[src/rtl/timer_pkg.sv]
`default_nettype none
// ============================================================================
// Module      : timer_pkg
// Description : Shared types and constants for the two-digit BCD countdown
//               timer (state encoding, BCD limits, preset clamp helper).
// Revision    : 1.0 - initial release
// ============================================================================
package timer_pkg;

  localparam int BCD_W = 4;
  localparam logic [BCD_W-1:0] BCD_MAX = 4'd9;

  typedef enum logic [1:0] {
    IDLE  = 2'd0,
    RUN   = 2'd1,
    PAUSE = 2'd2,
    DONE  = 2'd3
  } state_t;

  // Out-of-range preset digits saturate to 9 so the count stays legal BCD
  function automatic logic [BCD_W-1:0] bcd_clamp(input logic [BCD_W-1:0] d);
    return (d > BCD_MAX) ? BCD_MAX : d;
  endfunction

endpackage
`default_nettype wire

[src/rtl/bcd_down_digit.sv]
`default_nettype none
// ============================================================================
// Module      : bcd_down_digit
// Description : Single BCD decade down-counter with synchronous load,
//               decrement-on-enable (0 wraps to 9) and combinational borrow.
// Revision    : 1.0 - initial release
// ============================================================================
module bcd_down_digit
  import timer_pkg::*;
(
  input  logic             clk,
  input  logic             mr,
  input  logic             ld,
  input  logic [BCD_W-1:0] d,
  input  logic             en,
  output logic [BCD_W-1:0] q,
  output logic             bo
);

  // Digit register: load has priority over decrement
  always_ff @(posedge clk or posedge mr) begin
    if (mr) begin
      q <= '0;
    end else if (ld) begin
      q <= d;
    end else if (en) begin
      q <= (q == '0) ? BCD_MAX : q - 1'b1;
    end
  end

  // Borrow out feeds the enable of the next more significant digit
  assign bo = en & (q == '0);

endmodule
`default_nettype wire

[src/rtl/countdown_timer_ctrl.sv]
`default_nettype none
// ============================================================================
// Module      : countdown_timer_ctrl
// Description : Two-digit BCD countdown timer controller. Owns the FSM, the
//               tick divider, preset clamping and load/enable sequencing of
//               the two cascaded digit counters.
// Revision    : 1.0 - initial release
// ============================================================================
module countdown_timer_ctrl
  import timer_pkg::*;
#(
  parameter int TICK_DIV = 1
) (
  input  logic             clk,
  input  logic             mr,
  input  logic             tick,
  input  logic             load,
  input  logic [BCD_W-1:0] preset_t,
  input  logic [BCD_W-1:0] preset_o,
  input  logic             start,
  input  logic             pause,
  input  logic             abort,
  output logic [BCD_W-1:0] q_t,
  output logic [BCD_W-1:0] q_o,
  output logic             busy,
  output logic             paused,
  output logic             done
);

  localparam logic [7:0] c_div_last = 8'(TICK_DIV - 1);

  state_t           r_state;
  state_t           w_state_nxt;
  logic [7:0]       r_div;
  logic [7:0]       w_div_nxt;
  logic             w_ld_cmd;
  logic             w_ld;
  logic [BCD_W-1:0] w_d_t;
  logic [BCD_W-1:0] w_d_o;
  logic             w_dec;
  logic             w_bo_o;
  logic             w_bo_t;
  logic             w_zero;
  logic             w_last_dec;

  assign w_zero     = (q_t == '0) && (q_o == '0);
  assign w_last_dec = (q_t == '0) && (q_o == 4'd1);

  // A borrow out of the tens digit would mean wrapping below 00; force a
  // reload of 00 instead so the count can never underflow.
  assign w_ld = w_ld_cmd | w_bo_t;

  // Next-state, divider and digit load/enable decode
  always_comb begin
    w_state_nxt = r_state;
    w_div_nxt   = r_div;
    w_ld_cmd    = 1'b0;
    w_d_t       = '0;
    w_d_o       = '0;
    w_dec       = 1'b0;
    case (r_state)
      IDLE: begin
        if (abort) begin
          w_ld_cmd  = 1'b1;
          w_div_nxt = '0;
        end else if (start) begin
          // start is judged on the current count; a same-cycle load is dropped
          if (!w_zero) begin
            w_state_nxt = RUN;
            w_div_nxt   = '0;
          end
        end else if (load) begin
          w_ld_cmd = 1'b1;
          w_d_t    = bcd_clamp(preset_t);
          w_d_o    = bcd_clamp(preset_o);
        end
      end
      RUN: begin
        if (abort) begin
          w_state_nxt = IDLE;
          w_ld_cmd    = 1'b1;
          w_div_nxt   = '0;
        end else if (pause) begin
          // A coincident tick is dropped; divider holds its phase
          w_state_nxt = PAUSE;
        end else if (tick) begin
          if (r_div == c_div_last) begin
            w_div_nxt = '0;
            w_dec     = 1'b1;
            if (w_last_dec) begin
              w_state_nxt = DONE;
            end
          end else begin
            w_div_nxt = r_div + 8'd1;
          end
        end
      end
      PAUSE: begin
        if (abort) begin
          w_state_nxt = IDLE;
          w_ld_cmd    = 1'b1;
          w_div_nxt   = '0;
        end else if (start) begin
          w_state_nxt = RUN;
        end
      end
      DONE: begin
        // Count is already 00 here; abort and the normal exit coincide
        w_state_nxt = IDLE;
      end
      default: begin
        w_state_nxt = IDLE;
      end
    endcase
  end

  // State, divider and registered status flags
  always_ff @(posedge clk or posedge mr) begin
    if (mr) begin
      r_state <= IDLE;
      r_div   <= '0;
      busy    <= 1'b0;
      paused  <= 1'b0;
      done    <= 1'b0;
    end else begin
      r_state <= w_state_nxt;
      r_div   <= w_div_nxt;
      busy    <= (w_state_nxt == RUN) || (w_state_nxt == PAUSE);
      paused  <= (w_state_nxt == PAUSE);
      done    <= (w_state_nxt == DONE);
    end
  end

  bcd_down_digit u_ones (
    .clk (clk),
    .mr  (mr),
    .ld  (w_ld),
    .d   (w_d_o),
    .en  (w_dec),
    .q   (q_o),
    .bo  (w_bo_o)
  );

  bcd_down_digit u_tens (
    .clk (clk),
    .mr  (mr),
    .ld  (w_ld),
    .d   (w_d_t),
    .en  (w_bo_o),
    .q   (q_t),
    .bo  (w_bo_t)
  );

endmodule
`default_nettype wire

[config.mk]
export PLATFORM = sky130hd
export DESIGN_NAME = countdown_timer_ctrl
export DESIGN_NICKNAME = d
export VERILOG_FILES = /design/src/rtl/timer_pkg.sv /design/src/rtl/bcd_down_digit.sv /design/src/rtl/countdown_timer_ctrl.sv
export SDC_FILE = /design/constraint.sdc
export NUM_CORES = 1
export LEC_CHECK = 0
export CELL_PAD_IN_SITES_DETAIL_PLACEMENT = 1
export CELL_PAD_IN_SITES_GLOBAL_PLACEMENT = 1
export CORE_MARGIN = 10
export CORE_UTILIZATION = 30
export CTS_BUF_LIST = sky130_fd_sc_hd__clkbuf_4 sky130_fd_sc_hd__clkbuf_8
export DETAILED_ROUTE_END_ITERATION = 8
export GPL_TIMING_DRIVEN = 0
export PLACE_DENSITY_LB_ADDON = 0.15
export SETUP_SLACK_MARGIN = 0.2
export SYNTH_ARGS = -nofsm -noshare
export SYNTH_HDL_FRONTEND = slang
export SYNTH_SLANG_ARGS = --single-unit
export TNS_END_PERCENT = 1
[constraint.sdc]
create_clock -name clk -period 2.3 [get_ports clk]
set_input_delay 0.46 -clock clk [delete_from_list [all_inputs] [get_ports clk]]
set_output_delay 0.46 -clock clk [all_outputs]
set_load 0.02 [all_outputs]
==> results.cfg, run 1 <==
[status]
status = complete, no violations

[global_route]
track_usage = 0.110
antenna_found_initial = 0
grt_pass1_wl_mm = 7.01
grt_overflow = 0
grt_start_max_net_pins = 22
grt_pass1_vias = 1406

[sta]
whs_ps = 515
slew_viol_final = 0
fin_crit_sh = 0.905
fin_skew_ps = 4.30
rsz0062_at_grt = yes
final.min_clock_period_ps = 2080
fmax_ghz = 0.481
hold_viol_final = 0
final-setup-viol-count = 0
max-slew-margin-rel = 0.427
worst_pin_slew_ps = 858

[final_layout]
drive_gt1_frac = 0.178
n_fill_cell = 533
seq_area_sq_um = 529
n_antenna_cell = 0
multiInputGateArea_sq_um = 920
instances_no_fill = 245
stdcell_area_sq_um = 1910
nets = 215
fin_util = 0.410
synthToLayoutAreaGrowth_pct = 33.3

[clocking]
htree_levels = 1
clock-sinks = 21
clock_latency_ps = 260
path_clk_slew_ps = 80
numCtsBuffers = 3
tritoncts = done
cts_root_buf = clkbuf_8
cts_hold_buf = 0
clk_path_buf_depth = 2

[logic_synthesis]
yosysSeqAreaShare = 0.367
yosys_warnings = 0
ys_ff_latch = 21
netlist_area_sq_um = 1430
synth-edff-count = 0
synthArstFlopShare = 1.00
synth_nets = 181
synth_top_flop_cell = dfrtp_1
netlist_instances = 158
postSynthAreaPerCell_sq_um = 9.07
ys_types = 50

[worst_setup_path]
critical_path.endpoint = busy$_DFF_PP0_
timing.rr.end = busy$_DFF_PP0_
startpoint = u_tens.q[0]$_DFFE_PP0P_
cp_num_buf_inv = 1
reg2reg_depth = 7
worstSetupPathType = register to register
cp.required_ps = 2510
slowest_stage = or4_4
crit_path_end_kind = register
path_max_fanout = 9
crit_chain = or4_4 -> nor4_2 -> and3_4 -> nor2_1 -> o21bai_2 -> ha_1 -> inv_1
rr_startpoint = u_tens.q[0]$_DFFE_PP0P_
slowest_delay_ps = 570
rrSetupSlack_ps = 220
start_kind = register
cpLargestDelayFamily = simple AND/OR/NAND/NOR gates
crit_cells = 7
cp.arrival_ps = 2290

[power]
p_per_area_nw_per_um2 = 960
ir_worst_vdd_mv = 0.422
p_leak_nw = 0.845
total_power_mw = 1.83

[job]
drv_cap = 0

[floorplanning]
ioPinCount = 26
placementRows = 25
die_w_microns = 89.1
initial_utilization = 0.307
die_h_microns = 89.1
dieArea_sq_um = 7940
core_sq_um = 4660

[routing]
firstDrtPassIters = 4
routed_wl_mm = 4.07
postRouteAntennaNets = 0
routedWlPerCell_microns = 16.6
viasPerCell = 5.56
drc_errors = 0
first_iter_violations = 38
vias = 1363

[place]
hpwl_mm = 3.15
numPortBuffers = 25
dp_cells = 237
gp_congestion = 0.832
postPlaceCellArea_sq_um = 1750

[hold_path]
hp-class = register to register
==> cell usage after synthesis, drive strengths merged (2+ instances only) <==
| library cell | n | area share |
|---|---|---|
| o21a | 2 | 0.010 |
| inv | 10 | 0.026 |
| nor2 | 12 | 0.031 |
| nor3b | 3 | 0.016 |
| a211oi | 2 | 0.010 |
| buf | 2 | 0.011 |
| nor3 | 2 | 0.0070 |
| nor4 | 5 | 0.026 |
| nand2b | 4 | 0.023 |
| a21oi | 6 | 0.021 |
| dfrtp | 21 | 0.37 |
| a21o | 2 | 0.010 |
| o21bai | 2 | 0.010 |
| a31oi | 3 | 0.013 |
| and3b | 2 | 0.012 |
| nand3 | 9 | 0.031 |
| o21ai | 18 | 0.063 |
| or4 | 3 | 0.016 |
| nand2 | 10 | 0.026 |
| o31ai | 3 | 0.016 |
| and3 | 5 | 0.022 |
| ha | 8 | 0.070 |
==> per-layer routing <==
| metal | up-vias | routed length (microns) | GRT usage |
|---|---|---|---|
| met1 | 689 | 1850 | 0.145 |
| li1 | 664 | - | - |
| met2 | 8 | 2080 | 0.178 |
| met3 | 2 | 116 | 0.0219 |
| met4 | 0 | 27 | 0.0332 |
| met5 | - | 0 | 0 |
==> where the power goes <==
group / internal, mW / switching [mW]
clock: 0.135 / 0.127
sequential: 0.446 / 0.0994
combinational: 0.467 / 0.558
total: 1.05 / 0.784
==> timing repair <==
item                                    4_1_cts  5_1_grt
pin swaps                                     0        2
gates resized for setup                       3       18
endpoints found under the setup margin       14       19
setup buffers                                 0        4
==> cell type report <==
cell class              instances  area share
flip-flops and latches         21       0.277
clock buffers                   4      0.0256
repair buffers                 29       0.152
multi-input cells             125       0.482
well taps                      54      0.0354
inverters                      10      0.0197
plain buffers                   2     0.00852
==> layout by cell type (no fill, tap or decap), types with 4 or more instances in the layout <==
cell and n:
a21oi_1 5, and3_1 4, buf_4 4, clkdlybuf4s50_1 21, dfrtp_1 18, dlymetal6s2s_1 4
ha_1 7, inv_1 10, nand2_1 10, nand3_1 9, nor2_1 12, o21ai_0 17
==> flip-flops by register name, indices dropped and copies added (netlist names) <==
signal / cells
busy: 1
done: 1
paused: 1
r_div: 8
r_state: 2
u_ones.q: 4
u_tens.q: 4
==> cells by family (layout without fill, tap and decap cells) <==
| kind of cell | Yosys count | after routing | synth area share |
|---|---|---|---|
| compound gates | 48 | 48 | 0.233 |
| xor+xnor | 1 | 1 | 0.00611 |
| fa+ha+maj | 8 | 8 | 0.0699 |
| buf+inv | 12 | 45 | 0.0376 |
| flops | 21 | 21 | 0.367 |
| mux | 1 | 1 | 0.00699 |
| simple gates | 67 | 67 | 0.279 |
==> worst reg2reg max path, delay by kind of cell, from the launching register on <==
| kind | cells | cell delay [ps] |
|---|---|---|
| buffers and inverters | 1 | 50 |
| AO/OA/AOI/OAI | 1 | 170 |
| flip-flops | 1 | 460 |
| AND/OR/NAND/NOR | 4 | 1090 |
| adder cells (fa/ha/maj) | 1 | 250 |
==> worst min path at each step <==
stage | startpoint | to | slack [ps] | cells after the start
4_1_cts | r_div[7]$_DFFE_PP0P_ | r_div[7]$_DFFE_PP0P_ | 510 | 1
2_1_floorplan | mr | busy$_DFF_PP0_ | 440 | 1
6_report | r_div[7]$_DFFE_PP0P_ | r_div[7]$_DFFE_PP0P_ | 510 | 1
5_1_grt | r_div[7]$_DFFE_PP0P_ | r_div[7]$_DFFE_PP0P_ | 560 | 1
3_3_place_gp | r_div[7]$_DFFE_PP0P_ | r_div[7]$_DFFE_PP0P_ | 490 | 1
3_5_place_dp | r_div[7]$_DFFE_PP0P_ | r_div[7]$_DFFE_PP0P_ | 500 | 1
==> per-stage QoR <==
step | worst slack (ps) | TNS [ps]
detailed placement | -418 | -2110
global placement | -405 | -1850
CTS | 86.3 | 0
floorplan | 254 | 0
finish | 219 | 0
global route | 80.4 | 0
(Power assumes the default switching activity.)
==> inputs of run 2 (changes only) <==
Settings changed: CORE_UTILIZATION 30 to 41.
==> run 2 against run 1 <==
Register-to-register slack got worse by 20 ps. Cell count fell by 1.2%. Clock-buffer cell count fell by 1. Non-clock buffer count rose by 5.
==> results.cfg, run 2 (synthesis results as in run 1) <==
[power]
p_per_area_nw_per_um2 = 990
comb_power_share = 0.612
pwr-share-seq = 0.286
switchingPower_mw = 0.870
power.internal_mw = 1.05
pwr-share-clk = 0.102
p_leak_nw = 0.840
switching_share = 0.454
total_power_mw = 1.92
ir_worst_vdd_mv = 0.645

[worst_setup_path]
startpoint = u_tens.q[0]$_DFFE_PP0P_
cp.required_ps = 2570
crit_chain = or4_4 -> nor4_4 -> and3_4 -> nor2_1 -> o21bai_2 -> ha_1 -> inv_1
path_max_fanout = 8
cpLargestDelayFamily = simple AND/OR/NAND/NOR gates
worstSetupPathType = register to register
start_kind = register
cp_num_buf_inv = 1
slowest_delay_ps = 550
slowest_stage = or4_4
rr_startpoint = u_tens.q[0]$_DFFE_PP0P_
crit_path_end_kind = register
cp.arrival_ps = 2360

[global_route]
grt_util_met3 = 0.0282
grt_pass1_vias = 1505
track_usage = 0.139
antenna_found_initial = 0
use_met2 = 0.242
grt_overflow = 0
grt_pass1_wl_mm = 7.26
grt_start_max_net_pins = 22
top_usage_layer = met2
use_met1 = 0.169

[routing]
postRouteAntennaNets = 0
routed_wl_mm = 4.58
drc_errors = 0
vias = 1420
firstDrtPassIters = 4
viasPerCell = 5.87
routedWlPerCell_microns = 18.9
first_iter_violations = 51

[hold_path]
min_from = r_div[7]$_DFFE_PP0P_
hp-class = register to register

[sta]
hold_viol_final = 0
fmax_ghz = 0.477
fin_crit_sh = 0.911
worst_pin_slew_ps = 864
slew_viol_final = 0
final-setup-viol-count = 0
final.min_clock_period_ps = 2100
whs_ps = 562
max-slew-margin-rel = 0.423
fin_skew_ps = 1.96
rsz0062_at_grt = yes
tns_ps = 0

[floorplanning]
die_w_microns = 79.1
initial_utilization = 0.426
placementRows = 21
core_sq_um = 3360
ioPinCount = 26
dieArea_sq_um = 6260
die_h_microns = 79.1

[final_layout]
stdcell_area_sq_um = 1940
layout_commonest_cell = clkdlybuf4s50_1
reg_top3 = r_div x8, u_ones.q x4, u_tens.q x4
n_fill_cell = 399
nets = 220
n_antenna_cell = 0
fin_util = 0.576
synthToLayoutAreaGrowth_pct = 35.2
largest_reg_flops = 8
drive_gt1_frac = 0.219
final_cell_mix = 23 x clkdlybuf4s50_1, 18 x dfrtp_1, 16 x o21ai_0
largest-register = r_div

[place]
hpwl_mm = 3.31
gp_congestion = 0.833
numPortBuffers = 25
postPlaceCellArea_sq_um = 1740

[clocking]
path_clk_slew_ps = 130
htree_levels = 1
clk_path_buf_depth = 2
cts_root_buf = clkbuf_4
numCtsBuffers = 3
clock_latency_ps = 310
clock-sinks = 21
tritoncts = done

[job]
drv_cap = 0

[status]
status = complete, no violations
-- run 2: area by class of cell --
type / instances / area [sq um] / share of cell area
buffer: 2 / 16.3 / 0.00840
inverter: 10 / 37.5 / 0.0194
clock buffer: 3 / 22.5 / 0.0116
clock inverter: 1 / 7.51 / 0.00388
sequential: 21 / 529 / 0.273
tap: 46 / 57.6 / 0.0297
multi-input combinational: 125 / 943 / 0.487
timing repair buffer: 34 / 323 / 0.167
-- run 2: power by group through the flow --
stage                     registers [mW]  clock network, mW  logic (mW)
after floorplan                    0.590                  0       0.570
after global placement             0.534                  0       0.907
after detailed placement           0.549                  0       0.945
after CTS                          0.540              0.210       0.985
after global routing               0.561              0.218        1.27
final                              0.549              0.196        1.17
-- run 2: metal layers --
metal / part of all wire / vias up
li1: - / 673
met1: 0.46 / 717
met2: 0.50 / 22
met3: 0.026 / 8
met4: 0.011 / 0
met5: 0 / -
-- run 2: worst paths after layout --
check,end,slack [ps],depth (start not counted)
max in group asynchronous,r_state[0]$_DFF_PP0_,1110,2
max,busy$_DFF_PP0_,200,7
max reg2reg,busy$_DFF_PP0_,200,7
min,r_div[7]$_DFFE_PP0P_,560,1
min reg2reg,r_div[7]$_DFFE_PP0P_,560,1
min in group asynchronous,r_div[5]$_DFFE_PP0P_,600,2
-- run 2: per-stage QoR --
| step | setup slack (ps) | std cells |
|---|---|---|
| floorplan | 254 | 158 |
| global route | 115 | 242 |
| detailed placement | -387 | 229 |
| CTS | 90.4 | 234 |
| global placement | -342 | 229 |
| finish | 204 | 242 |
-- run 2: what timing repair did --
action | in CTS | in global routing
hold buffers | 0 | 0
resized for setup | 4 | 24
endpoints found under the setup margin | 13 | 19
pin swaps | 1 | 7
gates cloned | 0 | 0
setup buffers | 1 | 8
==> inputs of run 3 (changes only) <==
Settings changed: CELL_PAD_IN_SITES_GLOBAL_PLACEMENT 1 to 2, CORE_MARGIN 10 to 4, CORE_UTILIZATION 41 to 33.
==> run 3 against run 2 <==
Combinational power about the same. Hold slack lost 8.2 ps. Clock-buffer cell count rose by 1. Core utilization down 9.8 points. Fmax is 0.20% lower. Non-clock buffer count did not move. Clock skew grew 4.1 ps. Die area shrank 13%. First-iteration DRC count decreased by 5.9%. Critical endpoint unchanged.
==> results.cfg, run 3 (synthesis results as in run 1) <==
[floorplanning]
die_h_microns = 73.9
die_w_microns = 73.9
core_sq_um = 4090
placementRows = 23
initial_utilization = 0.351
dieArea_sq_um = 5460
ioPinCount = 26

[worst_setup_path]
cp_num_buf_inv = 1
crit_chain = or4_4 -> nor4_2 -> and3_4 -> nor2_1 -> o21bai_2 -> ha_1 -> inv_1
worstSetupPathType = register to register
cp.arrival_ps = 2300
slowest_stage = or4_4
cpLargestDelayFamily = simple AND/OR/NAND/NOR gates
path_max_fanout = 7
start_kind = register
cp.required_ps = 2500
crit_path_end_kind = register
slowest_delay_ps = 530

[power]
total_power_mw = 1.95
p_leak_nw = 0.853
pwr-share-seq = 0.272
power.internal_mw = 1.12
switching_share = 0.427
ir_worst_vdd_mv = 0.543
pwr-share-clk = 0.133
comb_power_share = 0.595
p_per_area_nw_per_um2 = 1000
switchingPower_mw = 0.835

[global_route]
grt_pass1_vias = 1464
grt_overflow = 0
grt_pass1_wl_mm = 7.27
grt_start_max_net_pins = 22
track_usage = 0.168
antenna_found_initial = 0

[place]
hpwl_mm = 3.07
gp_congestion = 0.835
numPortBuffers = 25
dp_cells = 233

[sta]
fin_crit_sh = 0.913
fmax_ghz = 0.476
whs_ps = 554
worst_pin_slew_ps = 873
slew_viol_final = 0
hold_viol_final = 0
tns_ps = 0
max-slew-margin-rel = 0.417
final.min_clock_period_ps = 2100
final-setup-viol-count = 0
rsz0062_at_grt = yes
fin_skew_ps = 6.09

[routing]
firstDrtPassIters = 4
first_iter_violations = 48
postRouteAntennaNets = 0
vias = 1371
drc_errors = 0
viasPerCell = 5.57
routed_wl_mm = 4.17
routedWlPerCell_microns = 17.0

[final_layout]
final_cell_mix = 22 x clkdlybuf4s50_1, 19 x dfrtp_1, 16 x o21ai_0
n_fill_cell = 489
reg_top3 = r_div x8, u_ones.q x4, u_tens.q x4
synthToLayoutAreaGrowth_pct = 36.4
instances_no_fill = 246
seq_area_sq_um = 528
multiInputGateArea_sq_um = 943
nets = 220
largest-register = r_div
largest_reg_flops = 8
n_antenna_cell = 0
layout_commonest_cell = clkdlybuf4s50_1
drive_gt1_frac = 0.209

[clocking]
clock-sinks = 21
path_clk_slew_ps = 80
clk_path_buf_depth = 2
clock_latency_ps = 260
htree_levels = 1
numCtsBuffers = 3
tritoncts = done
cts_root_buf = clkbuf_8
cts_hold_buf = 0

[status]
status = complete, no violations

[hold_path]
hp-class = register to register

[job]
drv_cap = 0
[run 3: cell count changes in the layout (fill, tap and decap cells not counted), sizes merged]
cell	delta
clkinvlp	-1
dlymetal6s2s	-1
dlygate4sd2	+2
clkdlybuf4s50	-1
clkbuf	+1
[run 3: worst register-to-register path, cell delays in order, from the launching register on]
cell,delay (ps)
dfrtp_1,460
or4_4,530
nor4_2,220
and3_4,240
nor2_1,70
o21bai_2,200
ha_1,250
inv_1,60
[run 3: metrics by stage]
stage,utilization,setup WS (ps),area (sq um)
after floorplan,-,254,1430
after global placement,0.427,-434,1750
after detailed placement,0.427,-454,1750
after CTS,0.451,140,1840
after global routing,0.478,107,1950
final,0.478,200,1950
[run 3: power groups by stage]
stage	registers, mW	logic (mW)	clock network [mW]
3_5_place_dp	0.543	0.947	0
3_3_place_gp	0.536	0.920	0
4_1_cts	0.523	1.02	0.273
5_1_grt	0.546	1.28	0.289
2_1_floorplan	0.590	0.570	0
6_report	0.532	1.16	0.260
[run 3: final timing paths]
check	from	endpoint	slack, ps	depth (start not counted)
worst min register to register	r_div[7]$_DFFE_PP0P_	r_div[7]$_DFFE_PP0P_	550	1
worst min-delay path	r_div[7]$_DFFE_PP0P_	r_div[7]$_DFFE_PP0P_	550	1
worst max register to register	u_tens.q[2]$_DFFE_PP0P_	busy$_DFF_PP0_	200	7
min in group asynchronous	mr	r_div[7]$_DFFE_PP0P_	680	2
max in group asynchronous	mr	u_tens.q[1]$_DFFE_PP0P_	1030	2
worst max-delay path	u_tens.q[2]$_DFFE_PP0P_	busy$_DFF_PP0_	200	7
[run 3: per-layer routing]
metal | track usage | up-vias | share of wire
met5 | 0 | - | 0
met4 | 0.0302 | 0 | 0.0065
met3 | 0.0246 | 2 | 0.025
met2 | 0.270 | 18 | 0.49
met1 | 0.240 | 684 | 0.47
li1 | - | 667 | -
[run 3: repair_timing]
item                                    in CTS  in global routing
resized for setup                           10                 15
setup buffers                                2                  7
endpoints found under the setup margin      13                 21
pin swaps                                    2                  4
[run 3: area by class of cell]
type / count / share of cell area
flip-flops and latches: 21 / 0.270
multi-input cells: 125 / 0.483
clock buffers: 4 / 0.0250
well taps: 50 / 0.0320
repair buffers: 34 / 0.163
inverters: 10 / 0.0192
plain buffers: 2 / 0.00832
